**config.mk**
```make
export PLATFORM = sky130hd
export DESIGN_NAME = instruction_fetch
export DESIGN_NICKNAME = d
export VERILOG_FILES = /design/src/rtl/instruction_fetch.sv
export SDC_FILE = /design/constraint.sdc
export NUM_CORES = 1
export LEC_CHECK = 0
export ABC_AREA = 1
export CORE_UTILIZATION = 42
export DETAILED_ROUTE_END_ITERATION = 12
export GPL_ROUTABILITY_DRIVEN = 0
export PLACE_DENSITY = 0.92
export RECOVER_POWER = 100
export SLEW_MARGIN = 20
export SYNTH_ARGS = -nofsm -noshare
export SYNTH_HDL_FRONTEND = slang
export SYNTH_SLANG_ARGS = --single-unit
```
**constraint.sdc**
```tcl
create_clock -name clk -period 2.1 [get_ports clk]
set_clock_uncertainty 0.1 [all_clocks]
set_input_delay 0.525 -clock clk [delete_from_list [all_inputs] [get_ports clk]]
set_output_delay 0.525 -clock clk [all_outputs]
set_load 0.05 [all_outputs]
```
**src/rtl/instruction_fetch.sv**
```systemverilog
// Instruction fetch stage: owns the fetch PC, drives the instruction memory port
// and holds the IF/ID pipeline register handed to decode.
module instruction_fetch #(
  parameter logic [31:0] RESET_PC = 32'h0000_0000,
  parameter logic [31:0] NOP_WORD = 32'h0000_0000
) (
  input  logic        clk,
  input  logic        rst,
  input  logic        stall,
  input  logic        flush,
  input  logic        branch_taken,
  input  logic [31:0] branch_target,
  input  logic        jump,
  input  logic [25:0] jump_index,
  output logic        imem_req,
  output logic [31:0] imem_addr,
  input  logic [31:0] imem_rdata,
  input  logic        imem_ready,
  output logic [31:0] pc,
  output logic [31:0] if_id_instruction,
  output logic [31:0] if_id_pc_plus4,
  output logic        if_id_valid
);

  typedef struct packed {
    logic [31:0] instruction;
    logic [31:0] pc_plus4;
    logic        valid;
  } if_id_t;

  localparam logic [31:0] RESET_PC_ALIGNED = {RESET_PC[31:2], 2'b00};
  localparam if_id_t      BUBBLE           = '{instruction: NOP_WORD, pc_plus4: 32'd0, valid: 1'b0};

  logic [31:0] pc_q;
  logic [31:0] pc_next;
  logic [31:0] pc_plus4;
  logic [31:0] jump_target;
  logic [31:0] branch_addr;
  logic        redirect;
  if_id_t      if_id_q;
  if_id_t      if_id_next;

  // Byte-offset bits of the branch target are discarded; PC stays word aligned.
  logic unused_target_bits;
  assign unused_target_bits = ^branch_target[1:0];

  assign pc_plus4    = pc_q + 32'd4;
  assign jump_target = {if_id_q.pc_plus4[31:28], jump_index, 2'b00};
  assign branch_addr = {branch_target[31:2], 2'b00};
  assign redirect    = jump | branch_taken;

  // NOTE: every variable assigned in always_comb gets a default first, so no
  // path leaves it unassigned and no latch is inferred.
  always_comb begin
    pc_next    = pc_q;
    if_id_next = if_id_q;

    if (jump) begin
      pc_next = jump_target;
    end else if (branch_taken) begin
      pc_next = branch_addr;
    end else if (!stall && imem_ready) begin
      pc_next = pc_plus4;
    end

    // A redirect or a flush squashes whatever was fetched; a stall holds
    // decode's instruction; a missed fetch hands decode a bubble and retries.
    if (flush || redirect) begin
      if_id_next = BUBBLE;
    end else if (!stall) begin
      if (imem_ready) begin
        if_id_next = '{instruction: imem_rdata, pc_plus4: pc_plus4, valid: 1'b1};
      end else begin
        if_id_next = BUBBLE;
      end
    end
  end

  // NOTE: state registers use non-blocking assignments so every flop samples
  // the pre-edge values regardless of process ordering.
  always_ff @(posedge clk) begin
    if (rst) begin
      pc_q    <= RESET_PC_ALIGNED;
      if_id_q <= BUBBLE;
    end else begin
      pc_q    <= pc_next;
      if_id_q <= if_id_next;
    end
  end

  assign pc                = pc_q;
  assign imem_addr         = pc_q;
  assign imem_req          = ~rst;
  assign if_id_instruction = if_id_q.instruction;
  assign if_id_pc_plus4    = if_id_q.pc_plus4;
  assign if_id_valid       = if_id_q.valid;

endmodule

```
==> reports/results.tsv, run 1 <==
metric	value	unit
synthCells	783	
crit_path_end_kind	output port	
reg2reg_to	if_id_pc_plus4[22]	
clk_latency	0.34	ns
clkSinkCount	93	
finalSetupTns	0	ns
core_region_area	11500	um^2
nNetsFinal	1063	
setup_viol	0	
min_path_cells	2	
area_growth	36.0	%
period_share	95.9	%
synth-seq-cells	93	
crit_fanout	5	
finalCriticalPeriod	2.01	ns
rrSetupSlack	0.18	ns
die_y	111	um
cts_buffers	9	
setup_ws	0.0861	ns
routedWlPerCell	14.5	um
multi_input_area	2510	um^2
place_area	6890	um^2
grt_pass1_vias	5070	
place.port_buffers	218	
netlist.area_leader.share	37.4	%
rsz0062_at_grt	no	
cts-hold-fix-buffers	0	
viasPerCell	5.04	
pre_cts_ws	0.0738	ns
worst_pin_slew	0.692	ns
start_util	43.4	%
ir_worst_vdd	0.345	mV
cp.arrival	1.39	ns
clk_pin_slew	0.07	ns
regArea	1860	um^2
yosysTopAreaCell	dfxtp_1	
layout_common_cells	nand2_1 (253), a21oi_1 (113), nor2_1 (102)	
min_path_type	reg -> reg	
synth_area	4980	um^2
pin_count	227	
maxSlewHeadroom	54.0	%
total_power	4710	uW
cts_root_buf	clkbuf_16	
htree_levels	3	
status	completed	
ys_types	27	
cts_resized	20	
p_leak	0.00273	uW
hold_end	if_id_instruction[7]	
grt_max_degree	64	
slew_violations	0	
layout_commonest_cell	nand2_1	
cts_tree	done	
path_class	in -> out	
max_freq	0.497	GHz
cap_violations	0	
stdcell_area	6770	um^2
num_vias	5609	
seq_area_frac_synth	37.4	%
hold_start	if_id_instruction[7]	
routed_wl	16100	um
dp_hpwl	12000	um
drive_gt1_share	8.35	%
ys_top_cells_by_area	dfxtp_1 (37%), nand2_1 (19%), a21oi_1 (11%)	
cellPowerDensity	696	nW/um^2
dieArea	12300	um^2
placement_rows	39	
antenna_found_initial	0	
dieWidth	111	um
avgSynthCellArea	6.36	um^2
fillers	1189	
grt_pass1_wl	25600	um
grt.overflow.total	0	
cts_setup_buffers	0	
drt_iter0_drc	530	
clockBufferDepth	2	
fin_util	59.0	%
critPathLaunchType	input port	
drcViolationCount	0	
required	1.47	ns
reg2reg_depth	9	
first_pass_iters	5	
antenna_left	0	
grtUsageTotal	25.9	%
antennaDiodeCount	0	
hold_viol	0	
yosysWarnings	0	
worstReg2RegStart	imem_addr[2]	
## cell families after synthesis
group | count (synthesis) | share of synthesized area, %
simple gates | 400 | 32.6
compound gates | 163 | 16.4
buf+inv | 117 | 11.9
flops | 93 | 37.4
xor+xnor | 8 | 1.41
fa+ha+maj | 1 | 0.251
other cells | 1 | 0.0753
## cell usage after synthesis, drive strengths merged
library cell and instances:
and2 1, clkbuf 21, nand3b 1, ha 1, nand2 255, or2 4, nor2 106, conb 1
dfxtp 93, xnor2 2, a211oi 1, xor2 6, inv 42, nor3 1, nand3 32, buf 54
o21ai 49, a21oi 113
## critical path: stages
cell	delay [ns]
clkdlybuf4s50_1	0.44
inv_1	0.24
buf_12	0.18
## area by class of cell
class / count / area share, %
clock buffers: 9 / 3.33
clock inverters: 7 / 1.39
inverters: 42 / 2.33
multi-input cells: 578 / 37.1
flip-flops and latches: 93 / 27.5
well taps: 143 / 2.64
repair buffers: 241 / 25.7
## through the flow
stage | hold slack (ns) | instances
finish | 0.365 | 1113
global route | 0.379 | 1113
CTS | 0.365 | 1113
detailed placement | 0.356 | 1097
global placement | 0.351 | 1097
floorplan | 0.494 | 788
## routing by layer
layer	vias to the layer above	GRT usage [%]	share of wire, %
met5	-	0	0
met4	0	10.3	2.7
met3	27	5.25	7.4
met2	239	43.9	49
met1	2524	32.2	41
li1	2819	-	-
## worst max-delay path by stage
stage                            start                  to  slack, ns  cells after the start
final                              rst            imem_req       0.09                      3
after global routing      imem_addr[2]  if_id_pc_plus4[20]       0.05                      8
after CTS                          rst            imem_req       0.11                      3
after detailed placement  branch_taken        imem_addr[8]       0.07                     10
after global placement    branch_taken        imem_addr[9]        0.1                     10
after floorplan           imem_addr[3]       imem_addr[22]       0.11                     10
## registers in the layout, indices dropped and copies added, names as in the netlist
register	count
if_id_instruction	32
if_id_pc_plus4	30
imem_addr	30
if_id_valid	1
## where the power goes
group / internal, uW / switching [uW] / leakage (uW)
clock: 957 / 779 / 0.000153
sequential: 1820 / 80.7 / 0.000757
combinational: 349 / 730 / 0.00182
total: 3120 / 1590 / 0.00273
Note: power is estimated with default switching activity, not from simulation.
==> inputs of run 2 (changes only) <==
--- a/config.mk
+++ b/config.mk
@@ -9,7 +9,7 @@
 export CORE_UTILIZATION = 42
 export DETAILED_ROUTE_END_ITERATION = 12
 export GPL_ROUTABILITY_DRIVEN = 0
-export PLACE_DENSITY = 0.92
+export PLACE_DENSITY = 0.86
 export RECOVER_POWER = 100
 export SLEW_MARGIN = 20
 export SYNTH_ARGS = -nofsm -noshare
==> run 2 against run 1 <==
Largest cell class unchanged. Final area shrank 0.30%. Cell count shrank 0.27%. Sequential share of layout area grew 0.082 points. Global-route usage shrank 1.2 points. Critical endpoint unchanged. Critical path depth is the same. Sequential cell count is the same.
==> reports/results.tsv, run 2 (same netlist as run 1, synthesis figures left out) <==
metric	value	unit	change
cts_setup_buffers	0		unchanged
cts_tree	done		unchanged
routedWlPerCell	13.8	um	was 14.5 um
slowest_stage	clkdlybuf4s50_1		unchanged
clk_latency	0.33	ns	was 0.34 ns
crit_family	buffers and inverters		unchanged
path_class	in -> out		unchanged
max_stage_delay	0.44	ns	about the same
setup_ws	0.139	ns	was 0.0861 ns
ir_worst_vdd	0.506	mV	was 0.345 mV
critPathLaunchType	input port		unchanged
swShare	33.3	%	was 33.7%
grt.overflow.total	0		unchanged
placement_rows	39		unchanged
worst_pin_slew	0.667	ns	was 0.692 ns
finalCriticalPeriod	1.96	ns	was 2.01 ns
p_seq_share	40.7	%	was 40.3%
setup_viol	0		unchanged
cellPowerDensity	692	nW/um^2	was 696 nW/um^2
drive_gt1_share	8.48	%	was 8.35%
internal_power	3120	uW	about the same
grt_max_degree	64		unchanged
core_region_area	11500	um^2	unchanged
start_util	43.4	%	unchanged
nNetsFinal	1060		was 1063
place.port_buffers	218		unchanged
htree_levels	3		unchanged
area_growth	35.6	%	was 36.0%
layout_commonest_cell	nand2_1		unchanged
cts_root_buf	clkbuf_16		unchanged
p_leak	0.00269	uW	was 0.00273 uW
cts-hold-fix-buffers	0		unchanged
antenna_left	0		unchanged
grt_pass1_vias	5029		was 5070
fin_util	58.9	%	was 59.0%
dieWidth	111	um	unchanged
pre_cts_ws	0.0571	ns	was 0.0738 ns
drt_iter0_drc	334		was 530
cts_resized	15		was 20
drcViolationCount	0		unchanged
antennaDiodeCount	0		unchanged
rrSetupSlack	0.28	ns	was 0.18 ns
clockBufferDepth	2		unchanged
pin_count	227		unchanged
viasPerCell	5.01		was 5.04
hold_viol	0		unchanged
clkSinkCount	93		unchanged
crit_path_end_kind	output port		unchanged
clk_pin_slew	0.07	ns	about the same
crit_fanout	3		was 5
num_vias	5559		was 5609
finalSetupTns	0	ns	unchanged
p_clk_share	36.5	%	was 36.8%
p_comb_share	22.8	%	was 22.9%
switchingPower	1550	uW	was 1590 uW
dieArea	12300	um^2	unchanged
cp.arrival	1.34	ns	was 1.39 ns
cap_violations	0		unchanged
grt_pass1_wl	24800	um	was 25600 um
largest_register_ffs	32		unchanged
routed_wl	15300	um	was 16100 um
total_power	4670	uW	was 4710 uW
required	1.47	ns	about the same
antenna_found_initial	0		unchanged
period_share	93.4	%	was 95.9%
max_freq	0.510	GHz	was 0.497 GHz
slew_violations	0		unchanged
rsz0062_at_grt	no		unchanged
crit_buf_inv	3		unchanged
status	completed		unchanged
dp_hpwl	11300	um	was 12000 um
layout_common_cells	nand2_1 (253), a21oi_1 (113), nor2_1 (98)		was nand2_1 (253), a21oi_1 (113), nor2_1 (102)
first_pass_iters	5		unchanged
worstPathCellList	clkdlybuf4s50_1, inv_1, buf_12		unchanged
maxSlewHeadroom	55.8	%	was 54.0%
cts_buffers	9		unchanged
grtUsageTotal	24.7	%	was 25.9%
min_path_type	reg -> reg		unchanged
die_y	111	um	unchanged
-- run 2: changes by cell type in the layout (fill, tap and decap cells not counted), moves of 2 or more --
| cell | change |
|---|---|
| buf_1 | -2 |
| buf_4 | -4 |
| clkbuf_1 | +6 |
| dlygate4sd2_1 | -5 |
| inv_1 | +2 |
| inv_6 | +2 |
| nor2_1 | -4 |
| nor2_2 | +2 |
| nor2_4 | +2 |
-- run 2: metal layers --
layer | track usage, % | up-vias | part of all wire [%]
met1 | 31.2 | 2498 | 44
met3 | 4.59 | 39 | 6.0
li1 | - | 2810 | -
met4 | 9.87 | 0 | 3.3
met2 | 41.7 | 212 | 47
met5 | 0 | - | 0
-- run 2: worst min-delay path, delay by kind of cell, from the launching register on --
family | cells | cell delay, ns
AOI/OAI and AO/OA | 1 | 0.05
and+or+nand+nor | 1 | 0.06
DFF | 1 | 0.31
-- run 2: cell type report --
cell class / instances / area, um^2
clock buffer: 9 / 225
clock inverter: 7 / 87.6
fill: 1190 / 4720
inverter: 42 / 158
multi-input combinational: 578 / 2530
sequential: 93 / 1860
tap: 143 / 179
timing repair buffer: 238 / 1710
-- run 2: power by group through the flow --
stage / Clock (uW) / Sequential, uW / Combinational (uW)
finish: 1710 / 1900 / 1070
global route: 1830 / 1910 / 1140
CTS: 1740 / 1900 / 1140
detailed placement: 0 / 1940 / 1140
global placement: 0 / 1940 / 1130
floorplan: 0 / 2110 / 576
-- run 2: final timing paths --
| path | startpoint | to | depth (start not counted) |
|---|---|---|---|
| min reg2reg | if_id_instruction[10] | if_id_instruction[10] | 2 |
| min | if_id_instruction[10] | if_id_instruction[10] | 2 |
| max | rst | imem_req | 3 |
| max reg2reg | imem_addr[2] | if_id_pc_plus4[24] | 9 |
-- run 2: stage by stage --
step | std cells | hold WS, ns | cell area (um^2)
2_1_floorplan | 788 | 0.494 | 5000
3_3_place_gp | 1094 | 0.352 | 6870
3_5_place_dp | 1094 | 0.356 | 6870
4_1_cts | 1110 | 0.364 | 7160
5_1_grt | 1110 | 0.384 | 6750
6_report | 1110 | 0.362 | 6750
